--- config.mk ---
export PLATFORM = sky130hd
export DESIGN_NAME = card_shoe_dealer
export DESIGN_NICKNAME = d
export VERILOG_FILES = /design/src/rtl/card_shoe_dealer.sv
export SDC_FILE = /design/constraint.sdc
export NUM_CORES = 1
export LEC_CHECK = 0
export ABC_CLOCK_PERIOD_IN_PS = 3600
export CAP_MARGIN = 20
export CORE_MARGIN = 2
export CORE_UTILIZATION = 45
export CTS_CLUSTER_DIAMETER = 30
export DETAILED_ROUTE_END_ITERATION = 10
export DONT_BUFFER_PORTS = 1
export GPL_ROUTABILITY_DRIVEN = 0
export PLACE_DENSITY = 0.7
export SLEW_MARGIN = 20
export SYNTH_ARGS = -nofsm -noshare
export SYNTH_HDL_FRONTEND = slang
export SYNTH_SLANG_ARGS = --single-unit
--- constraint.sdc ---
create_clock -name clk -period 3.6 [get_ports clk]
set_input_delay 0.72 -clock clk [delete_from_list [all_inputs] [get_ports clk]]
set_output_delay 0.72 -clock clk [all_outputs]
set_load 0.05 [all_outputs]
--- src/rtl/card_shoe_dealer.sv ---
// card_shoe_dealer
// Draws random cards from an external shoe memory of N = 52*NUM_DECKS words
// laid out as {suit[6:5], used[4], rank[3:0]}. A draw picks a pseudo-random
// address from an LFSR. If the LFSR keeps landing on out-of-range or used
// slots, the draw falls back to a linear scan. The block can also clear every
// used flag.
//
// Ports
//   clk, rst            rising-edge clock, synchronous active-high reset
//   request_card        level request to draw one card (sampled in IDLE)
//   clear_shoe          request to clear all used flags (sampled in IDLE)
//   deck_read_data      combinational read word at deck_addr
//   deck_addr           memory address
//   deck_read_en        read strobe
//   deck_write_en       write strobe (memory writes on the clk edge)
//   deck_write_data     write word
//   card_ready          one-cycle pulse, card_data_out valid
//   card_data_out       last drawn card word (used bit set)
//   cards_left          count of unused cards
//   shoe_empty          cards_left == 0
//   draw_error          one-cycle pulse, request refused
//   busy                high whenever the block is not idle
module card_shoe_dealer #(
  parameter int         NUM_DECKS = 1,
  parameter int         MAX_RETRY = 15,
  parameter logic [7:0] LFSR_SEED = 8'h29,
  localparam int        N         = 52 * NUM_DECKS,
  localparam int        ADDR_W    = $clog2(N),
  localparam int        LFSR_W    = (NUM_DECKS == 1) ? 6 : (NUM_DECKS == 2) ? 7 : 8
) (
  input  logic              clk,
  input  logic              rst,
  input  logic              request_card,
  input  logic              clear_shoe,
  input  logic [6:0]        deck_read_data,
  output logic [ADDR_W-1:0] deck_addr,
  output logic              deck_read_en,
  output logic              deck_write_en,
  output logic [6:0]        deck_write_data,
  output logic              card_ready,
  output logic [6:0]        card_data_out,
  output logic [ADDR_W:0]   cards_left,
  output logic              shoe_empty,
  output logic              draw_error,
  output logic              busy
);

  localparam logic [3:0] S_IDLE      = 4'd0;
  localparam logic [3:0] S_GEN       = 4'd1;
  localparam logic [3:0] S_READ_WAIT = 4'd2;
  localparam logic [3:0] S_CHECK     = 4'd3;
  localparam logic [3:0] S_MARK      = 4'd4;
  localparam logic [3:0] S_DONE      = 4'd5;
  localparam logic [3:0] S_SCAN      = 4'd6;
  localparam logic [3:0] S_CLR_RD    = 4'd7;
  localparam logic [3:0] S_CLR_WR    = 4'd8;

  localparam int RC_W = $clog2(MAX_RETRY + 1) + 1;

  localparam logic [ADDR_W:0]   N_L     = (ADDR_W + 1)'(N);
  localparam logic [ADDR_W:0]   LAST_L  = (ADDR_W + 1)'(N - 1);
  localparam logic [RC_W-1:0]   RETRY_L = RC_W'(MAX_RETRY);
  localparam logic [8:0]        N_CMP   = 9'(N);

  // Tap masks: W6 x^6+x^5+1, W7 x^7+x^6+1, W8 x^8+x^6+x^5+x^4+1
  localparam logic [7:0] TAPS_ALL = (NUM_DECKS == 1) ? 8'h30 :
                                    (NUM_DECKS == 2) ? 8'h60 : 8'hB8;
  localparam logic [LFSR_W-1:0] TAPS     = TAPS_ALL[LFSR_W-1:0];
  localparam logic [LFSR_W-1:0] SEED_RAW = LFSR_SEED[LFSR_W-1:0];
  // An all-zero LFSR would lock up, so a zero seed becomes 1
  localparam logic [LFSR_W-1:0] SEED_L   = (SEED_RAW == '0) ? LFSR_W'(1) : SEED_RAW;

  localparam logic [6:0] USED_BIT = 7'b001_0000;

  // Fibonacci step: shift left, feedback XOR of taps into bit 0
  function automatic logic [LFSR_W-1:0] lfsr_step(input logic [LFSR_W-1:0] v);
    logic fb;
    fb = ^(v & TAPS);
    return {v[LFSR_W-2:0], fb};
  endfunction

  logic [3:0]        state_q, state_d;
  logic [LFSR_W-1:0] lfsr_q, lfsr_d;
  logic [ADDR_W-1:0] idx_q, idx_d;
  logic [ADDR_W:0]   ptr_q, ptr_d;
  logic [6:0]        cap_q, cap_d;
  logic [6:0]        card_q, card_d;
  logic [ADDR_W:0]   left_q, left_d;
  logic [RC_W-1:0]   rej_q, rej_d;
  logic              scan_q, scan_d;
  logic              err_q, err_d;

  logic [LFSR_W-1:0] lfsr_nxt_s;
  logic [8:0]        cand_s;
  logic              rd_s, wr_s;

  // Candidate index derived from the LFSR value this GEN cycle produces
  always_comb begin
    lfsr_nxt_s = lfsr_step(lfsr_q);
    cand_s     = 9'(lfsr_nxt_s) - 9'd1;
  end

  // Next-state logic for the draw / clear sequencer
  always_comb begin
    state_d = state_q;
    lfsr_d  = lfsr_q;
    idx_d   = idx_q;
    ptr_d   = ptr_q;
    cap_d   = cap_q;
    card_d  = card_q;
    left_d  = left_q;
    rej_d   = rej_q;
    scan_d  = scan_q;
    err_d   = 1'b0;
    case (state_q)
      S_IDLE: begin
        if (clear_shoe) begin
          ptr_d   = '0;
          state_d = S_CLR_RD;
        end else if (request_card) begin
          if (left_q != '0) begin
            state_d = S_GEN;
          end else begin
            err_d = 1'b1;
          end
        end else begin
          state_d = S_IDLE;
        end
      end
      S_GEN: begin
        lfsr_d = lfsr_nxt_s;
        if (cand_s >= N_CMP) begin
          // Out-of-range candidate is a reject; too many switches to scan
          if (rej_q >= RETRY_L) begin
            scan_d  = 1'b1;
            ptr_d   = '0;
            state_d = S_SCAN;
          end else begin
            rej_d = rej_q + RC_W'(1);
          end
        end else begin
          idx_d   = cand_s[ADDR_W-1:0];
          state_d = S_READ_WAIT;
        end
      end
      S_READ_WAIT: begin
        cap_d   = deck_read_data;
        state_d = S_CHECK;
      end
      S_CHECK: begin
        if (!cap_q[4]) begin
          state_d = S_MARK;
        end else if (scan_q) begin
          // Scan walked past the last address: nothing unused to give out
          if (ptr_q == LAST_L) begin
            err_d   = 1'b1;
            rej_d   = '0;
            scan_d  = 1'b0;
            state_d = S_IDLE;
          end else begin
            ptr_d   = ptr_q + (ADDR_W + 1)'(1);
            state_d = S_SCAN;
          end
        end else if (rej_q >= RETRY_L) begin
          scan_d  = 1'b1;
          ptr_d   = '0;
          state_d = S_SCAN;
        end else begin
          rej_d   = rej_q + RC_W'(1);
          state_d = S_GEN;
        end
      end
      S_SCAN: begin
        idx_d   = ptr_q[ADDR_W-1:0];
        state_d = S_READ_WAIT;
      end
      S_MARK: begin
        card_d  = cap_q | USED_BIT;
        left_d  = left_q - (ADDR_W + 1)'(1);
        state_d = S_DONE;
      end
      S_DONE: begin
        rej_d   = '0;
        scan_d  = 1'b0;
        state_d = S_IDLE;
      end
      S_CLR_RD: begin
        cap_d   = deck_read_data;
        state_d = S_CLR_WR;
      end
      S_CLR_WR: begin
        ptr_d = ptr_q + (ADDR_W + 1)'(1);
        if (ptr_q == LAST_L) begin
          left_d  = N_L;
          state_d = S_IDLE;
        end else begin
          state_d = S_CLR_RD;
        end
      end
      default: begin
        state_d = S_IDLE;
      end
    endcase
  end

  // Memory strobe / address decode from the current state
  always_comb begin
    deck_addr       = '0;
    rd_s            = 1'b0;
    wr_s            = 1'b0;
    deck_write_data = 7'd0;
    case (state_q)
      S_READ_WAIT: begin
        deck_addr = idx_q;
        rd_s      = 1'b1;
      end
      S_MARK: begin
        deck_addr       = idx_q;
        wr_s            = 1'b1;
        deck_write_data = cap_q | USED_BIT;
      end
      S_CLR_RD: begin
        deck_addr = ptr_q[ADDR_W-1:0];
        rd_s      = 1'b1;
      end
      S_CLR_WR: begin
        deck_addr       = ptr_q[ADDR_W-1:0];
        wr_s            = 1'b1;
        deck_write_data = cap_q & ~USED_BIT;
      end
      default: begin
        deck_addr = '0;
      end
    endcase
  end

  // Strobes are masked by rst so an aborted MARK/CLR_WR never writes memory
  always_comb begin
    deck_read_en  = rd_s & ~rst;
    deck_write_en = wr_s & ~rst;
  end

  // State registers with synchronous reset
  always_ff @(posedge clk) begin
    if (rst) begin
      state_q <= S_IDLE;
      lfsr_q  <= SEED_L;
      idx_q   <= '0;
      ptr_q   <= '0;
      cap_q   <= 7'd0;
      card_q  <= 7'd0;
      left_q  <= N_L;
      rej_q   <= '0;
      scan_q  <= 1'b0;
      err_q   <= 1'b0;
    end else begin
      state_q <= state_d;
      lfsr_q  <= lfsr_d;
      idx_q   <= idx_d;
      ptr_q   <= ptr_d;
      cap_q   <= cap_d;
      card_q  <= card_d;
      left_q  <= left_d;
      rej_q   <= rej_d;
      scan_q  <= scan_d;
      err_q   <= err_d;
    end
  end

  // Status outputs decoded from registers
  always_comb begin
    card_ready    = (state_q == S_DONE);
    card_data_out = card_q;
    cards_left    = left_q;
    shoe_empty    = (left_q == '0);
    draw_error    = err_q;
    busy          = (state_q != S_IDLE);
  end

endmodule
==> flow_metrics.py, run 1 <==
metrics = {
    "floorplan": {
        "ios": 44,
        "dieArea_um2": 7350,
        "die_h_um": 85.7,
        "rows": 29,
        "die_w_um": 85.7,
        "core_um2": 6420,
        "start_util_pct": 46.8,
    },
    "sta": {
        "period_share_pct": 87.3,
        "rsz0062_at_grt": "no",
        "setup_tns_ns": 0,
        "period_needed_ns": 3.14,
        "fmaxAchievable_mhz": 318,
        "fin_skew_ns": 0.0104,
        "setup_viol": 0,
        "hold_viol_final": 0,
        "hold_ws_ns": 0.467,
        "tightest_slew_ns": 0.802,
        "slew_headroom_pct": 46.4,
        "maxSlewViolCount": 0,
        "layout_setup_ws_ns": 0.458,
    },
    "cts": {
        "htree_levels": 2,
        "postCtsSetupBuffers": 0,
        "cts_buffer_depth": 2,
        "tritoncts": "done",
        "cts_resized": 0,
        "cts_inserted_buffers": 5,
        "cts.clk_slew.worst_paths_ns": 0.11,
        "cts_sinks": 51,
        "cts_root_buf": "clkbuf_8",
        "cts_hold_buf": 0,
        "clkLatencyLatePin_ns": 0.32,
    },
    "yosys": {
        "yosys.area.top_type": "dfxtp_1",
        "synth-edff-count": 0,
        "synth_top_cell_area_share_pct": 34.0,
        "synth-seq-cells": 51,
        "synthAdderAreaFrac_pct": 2.50,
        "netlist_area_um2": 3010,
        "synth_xor_area_share_pct": 3.20,
        "synth_ff_type": "dfxtp_1",
        "syn_area_per_cell_um2": 7.75,
        "synth_seq_area_share_pct": 34.0,
        "syn_inst": 388,
        "synth_cell_type_count": 60,
        "ys_async_sr_fraction_pct": 0,
        "synth_compound_gate_area_share_pct": 22.2,
        "synth_top_family_by_area": "simple AND/OR/NAND/NOR gates",
        "yosysWarnings": 0,
        "synth_area_leaders": "dfxtp_1 34%, nor2_1 6.4%, nand2_1 6.0%",
        "synth_mux_area_share_pct": 3.70,
        "synth-simple-area-share_pct": 29.5,
        "syn_nets": 405,
    },
    "routing": {
        "drt_iter0_drc": 237,
        "viasPerCell": 6.01,
        "drc": 2,
        "routedWlPerCell_um": 15.3,
        "ant_nets": 0,
        "firstDrtPassIters": 7,
        "vias": 2800,
        "postRouteWirelength_um": 7150,
    },
    "final_layout": {
        "final_cell_area_um2": 3220,
        "multi_input_area_um2": 1840,
        "diodes": 0,
        "num-nets-final": 405,
        "layout-drive-gt1-share_pct": 10.8,
        "area_growth_pct": 7.07,
        "seqCellArea_um2": 1020,
        "nFillCells": 619,
    },
    "status": {
        "violations": "design-rule violations",
        "status": "complete, but fails checks",
    },
    "placed_design": {
        "port_buffers": 0,
        "dp_hpwl_um": 5240,
        "dp_slack_ns": 0.583,
        "dpl_cell_area_um2": 3130,
    },
    "power_and_ir_drop": {
        "power_frac_seq_pct": 40.3,
        "power_frac_clock_pct": 16.8,
        "power.leakage_nw": 1.21,
        "power_mw": 2.11,
        "sw_frac_of_total_pct": 45.4,
        "power.density_nw_per_um2": 657,
        "ir_worst_vdd_v": 0.000381,
        "p_int_mw": 1.15,
        "comb_power_share_pct": 42.9,
        "switchingPower_uw": 961,
    },
    "grt": {
        "overflow": 0,
        "grtUsageTotal_pct": 20.2,
        "grt_start_max_net_pins": 47,
        "antenna_found_initial": 0,
        "grt_pass1_wl_um": 12300,
        "grt_pass1_vias": 2635,
    },
    "setup_path": {
        "arrival_ns": 2.42,
        "worstPathRequired_ns": 2.88,
        "start_kind": "flip-flop",
        "crit_type": "flip-flop to output pin",
        "crit_slowest_cell": "nor2_1",
        "cp_slowest_stage_delay_ns": 0.71,
        "crit_chain": "nor2_1 > nand2_1 > clkinv_1",
        "end_kind": "output pin",
        "worst-path-max-fanout": 21,
    },
    "min_path": {
        "hold_class": "flip-flop to flip-flop",
    },
    "flow_run": {
        "cap_violations": 0,
    },
}
==> per-stage QoR <==
step / std cells / util (%)
after global routing: 466 / 50.1
final: 466 / 50.1
after detailed placement: 458 / 48.7
after CTS: 466 / 50.1
after floorplan: 388 / -
after global placement: 458 / 48.7
==> power by group through the flow <==
stage	Clock (mW)	Combinational (mW)	Sequential (mW)
detailed placement	0	0.901	0.862
CTS	0.362	0.905	0.850
global placement	0	0.885	0.858
floorplan	0	0.777	0.786
global route	0.381	1.00	0.873
finish	0.354	0.908	0.852
==> per-layer routing <==
metal | wire (um) | vias up | track usage (%)
met2 | 3270 | 89 | 32.2
met5 | 0 | - | 0
met3 | 532 | 8 | 5.39
met1 | 3280 | 1334 | 26.9
met4 | 59 | 0 | 6.35
li1 | - | 1369 | -
==> state kept, by name, indices dropped and copies added, names as in the netlist <==
signal	cells
cap_q	7
rej_q	5
card_data_out	7
lfsr_q	6
draw_error	1
cards_left	7
state_q	4
idx_q	6
scan_q	1
ptr_q	7
==> area by class of cell <==
class	count	share of cell area, %
clock inverters	3	0.777
inverters	14	1.63
repair buffers	16	3.73
flip-flops and latches	51	31.7
well taps	77	2.99
clock buffers	5	2.14
multi-input cells	300	57.0
==> worst max-delay path: cells and delay by family, from the launching register on <==
kind,cells,cell delay (ns)
simple gates,2,1.11
flops,1,0.52
buf+inv,1,0.47
==> synth_stat cells, drive strengths merged, types with 3 or more instances <==
master / number
dfxtp: 51
nor2: 51
nand2: 48
a21oi: 24
clkbuf: 20
o21ai: 20
inv: 13
nor2b: 12
mux2i: 10
a22o: 9
and2: 9
nand2b: 9
nand3: 8
nor3: 8
xor2: 7
ha: 6
a211o: 5
a22oi: 5
a31oi: 5
nor3b: 4
or2: 4
or3: 4
xnor2: 4
a21o: 3
a311oi: 3
and3: 3
buf: 3
nand4: 3
nor4: 3
o211ai: 3
==> final timing paths <==
check / slack [ns] / startpoint / to / cells after the start
setup reg to reg: 0.55 / lfsr_q[4] / ptr_q[6] / 8
setup / recovery: 0.46 / state_q[1] / deck_write_data[4] / 3
hold / removal: 0.47 / cap_q[2] / card_data_out[2] / 2
hold reg to reg: 0.47 / cap_q[2] / card_data_out[2] / 2
==> cell usage in the layout, fill, tap and decap left out, drive strengths merged, types with 2 or more instances in the layout <==
cell	n
a211o	5
a21o	3
a21oi	24
a22o	9
a22oi	5
a311oi	3
a31o	2
a31oi	5
a41oi	2
and2	9
and3	3
buf	16
clkbuf	5
dfxtp	51
ha	6
inv	15
mux2i	10
nand2	48
nand2b	9
nand3	8
nand4	3
nand4b	2
nor2	51
nor2b	12
nor3	8
nor3b	4
nor4	3
o2111ai	2
o211ai	3
o21ai	20
o41ai	2
or2	4
or3	4
or3b	2
or4b	2
xnor2	4
xor2	7
==> kinds of logic (layout without fill, tap and decap cells) <==
kind of cell	Yosys count	count (layout)
simple gates	177	177
compound gates	95	95
mux	11	11
xor+xnor	11	11
fa+ha+maj	6	6
flops	51	51
buf+inv	37	38
(Power assumes the default switching activity.)
==> inputs of run 2 (changes only) <==
--- a/config.mk
+++ b/config.mk
@@ -5,6 +5,7 @@
 export SDC_FILE = /design/constraint.sdc
 export NUM_CORES = 1
 export LEC_CHECK = 0
+export ABC_AREA = 1
 export ABC_CLOCK_PERIOD_IN_PS = 3600
 export CAP_MARGIN = 20
 export CORE_MARGIN = 2
==> run 2 against run 1 <==
  * The flow now finishes without violations
  * Wire length is 3.4% higher
  * Combinational power grew 38%
  * Count of clock-buffer cells in the layout did not move
  * Sequential share of layout area is essentially flat
  * Largest cell class unchanged
  * Largest power group unchanged
==> flow_metrics.py, run 2 <==
metrics = {
    "status": {
        "status": "complete, no violations",
    },
    "routing": {
        "drt_iter0_drc": 226,
        "vias": 3005,
        "routedWlPerCell_um": 13.6,
        "drc": 0,
        "ant_nets": 0,
        "postRouteWirelength_um": 7390,
        "viasPerCell": 5.54,
        "firstDrtPassIters": 5,
    },
    "yosys": {
        "yosys.area.top_type": "dfxtp_1",
        "ys_async_sr_fraction_pct": 0,
        "synthTopCellsByCount": "92 x nand2_1, 60 x nor2_1, 57 x inv_1",
        "synth-seq-cells": 51,
        "synth_seq_area_share_pct": 33.8,
        "syn_area_per_cell_um2": 6.57,
        "synth_area_leaders": "dfxtp_1 34%, nand2_1 11%, nor2_1 7.5%",
        "yosysWarnings": 0,
        "synth_cell_type_count": 40,
        "syn_nets": 477,
        "syn_inst": 460,
        "synth_top_cell_area_share_pct": 33.8,
        "netlist_area_um2": 3020,
        "synth-edff-count": 0,
        "synth_ff_type": "dfxtp_1",
        "synth_most_common_cell": "nand2_1",
    },
    "setup_path": {
        "crit_type": "flip-flop to output pin",
        "worstPathRequired_ns": 2.88,
        "end_kind": "output pin",
        "worstSetupEndpoint": "deck_addr[3]",
        "crit_start": "state_q[2]",
        "worst-path-max-fanout": 15,
        "timing.rr.start": "cards_left[3]",
        "reg2reg_depth": 10,
        "arrival_ns": 2.20,
        "start_kind": "flip-flop",
        "worstReg2RegEnd": "state_q[0]",
        "rrSetupSlack_ns": 1.23,
    },
    "grt": {
        "overflow": 0,
        "grt_pass1_vias": 2907,
        "grtUsageTotal_pct": 21.4,
        "grt_pass1_wl_um": 13000,
        "grt_start_max_net_pins": 27,
        "antenna_found_initial": 0,
    },
    "cts": {
        "cts_buffer_depth": 2,
        "clkLatencyLatePin_ns": 0.31,
        "cts.clk_slew.worst_paths_ns": 0.10,
        "cts_resized": 0,
        "cts_root_buf": "clkbuf_8",
        "cts_inserted_buffers": 5,
        "cts_hold_buf": 0,
        "htree_levels": 2,
        "cts_sinks": 51,
        "postCtsSetupBuffers": 0,
        "tritoncts": "done",
    },
    "sta": {
        "layout_setup_ws_ns": 0.676,
        "hold_viol_final": 0,
        "slew_headroom_pct": 33.4,
        "tightest_slew_ns": 0.995,
        "period_share_pct": 81.2,
        "maxSlewViolCount": 0,
        "setup_tns_ns": 0,
        "fin_skew_ns": 0.00925,
        "hold_ws_ns": 0.465,
        "fmaxAchievable_mhz": 342,
        "rsz0062_at_grt": "no",
        "setup_viol": 0,
        "period_needed_ns": 2.92,
    },
    "final_layout": {
        "layout-drive-gt1-share_pct": 9.03,
        "num-nets-final": 481,
        "final_core_util_pct": 50.1,
        "instances_no_fill": 542,
        "final_cell_area_um2": 3220,
        "final_cell_mix": "92 x nand2_1, 59 x nor2_1, 57 x inv_1, 51 x dfxtp_1",
        "diodes": 0,
        "final_common_cell": "nand2_1",
        "nFillCells": 648,
        "area_growth_pct": 6.37,
    },
    "power_and_ir_drop": {
        "power_frac_clock_pct": 13.6,
        "p_int_mw": 1.23,
        "power.density_nw_per_um2": 806,
        "switchingPower_mw": 1.36,
        "ir_worst_vdd_v": 0.000539,
        "power_frac_seq_pct": 38.3,
        "comb_power_share_pct": 48.1,
        "power.leakage_nw": 1.41,
        "sw_frac_of_total_pct": 52.5,
        "power_mw": 2.59,
    },
    "placed_design": {
        "dpl_cell_area_um2": 3120,
        "dp_slack_ns": 1.07,
        "port_buffers": 0,
        "dp.cells": 534,
        "dp_hpwl_um": 5480,
    },
    "floorplan": {
        "die_h_um": 86.0,
        "ios": 44,
        "start_util_pct": 47.1,
        "die_w_um": 86.0,
        "dieArea_um2": 7390,
        "core_um2": 6420,
        "rows": 29,
    },
    "flow_run": {
        "cap_violations": 0,
    },
    "min_path": {
        "hold_class": "input pin to flip-flop",
    },
}
==> run 2: cell families (layout without fill, tap and decap cells) <==
kind of cell	count (synthesis)	after routing	share of synthesized area, %
AND/OR/NAND/NOR	237	237	36.8
AO/OA/AOI/OAI	91	91	16.3
buffers and inverters	71	76	9.48
flip-flops	51	51	33.8
adder cells (fa/ha/maj)	6	6	2.48
XOR/XNOR	3	3	0.869
multiplexers	1	1	0.331
==> run 2: cell type report <==
| type | instances | area (um2) | share of cell area (%) |
|---|---|---|---|
| Multi-Input combinational cell | 338 | 1720 | 53.4 |
| Sequential cell | 51 | 1020 | 31.8 |
| Inverter | 60 | 228 | 7.08 |
| Tap cell | 77 | 96.3 | 3.00 |
| Clock buffer | 5 | 68.8 | 2.14 |
| Timing Repair Buffer | 8 | 60.1 | 1.87 |
| Clock inverter | 3 | 23.8 | 0.739 |
==> run 2: worst min-delay path by stage <==
| stage | from | end | slack, ns | cells past startpoint |
|---|---|---|---|---|
| floorplan | idx_q[2] | idx_q[2] | 0.44 | 2 |
| global placement | idx_q[4] | idx_q[4] | 0.45 | 2 |
| detailed placement | idx_q[3] | idx_q[3] | 0.45 | 2 |
| CTS | rst | cards_left[1] | 0.45 | 1 |
| global route | rst | cards_left[1] | 0.45 | 1 |
| finish | rst | cards_left[1] | 0.46 | 1 |
==> run 2: per-layer routing <==
metal / track usage, % / wire (um) / up-vias
li1: - / - / 1534
met1: 27.6 / 3450 / 1343
met2: 34.7 / 3280 / 117
met3: 4.91 / 549 / 11
met4: 8.08 / 109 / 0
met5: 0 / 0 / -
==> run 2: worst max-delay path, cell delays in order (launching register included) <==
cell and delay, ns:
dfxtp_1 0.38, inv_1 0.08, nor2_2 0.12, inv_1 0.09
nor2_2 0.49, o21ai_0 0.18, o21ai_1 0.55
==> run 2: power by group through the flow <==
| stage | sequential, mW | combinational (mW) | clock (mW) |
|---|---|---|---|
| after CTS | 0.992 | 1.24 | 0.363 |
| after global routing | 1.02 | 1.41 | 0.385 |
| after global placement | 1.00 | 1.22 | 0 |
| after detailed placement | 1.00 | 1.24 | 0 |
| final | 0.993 | 1.25 | 0.353 |
| after floorplan | 0.968 | 1.03 | 0 |
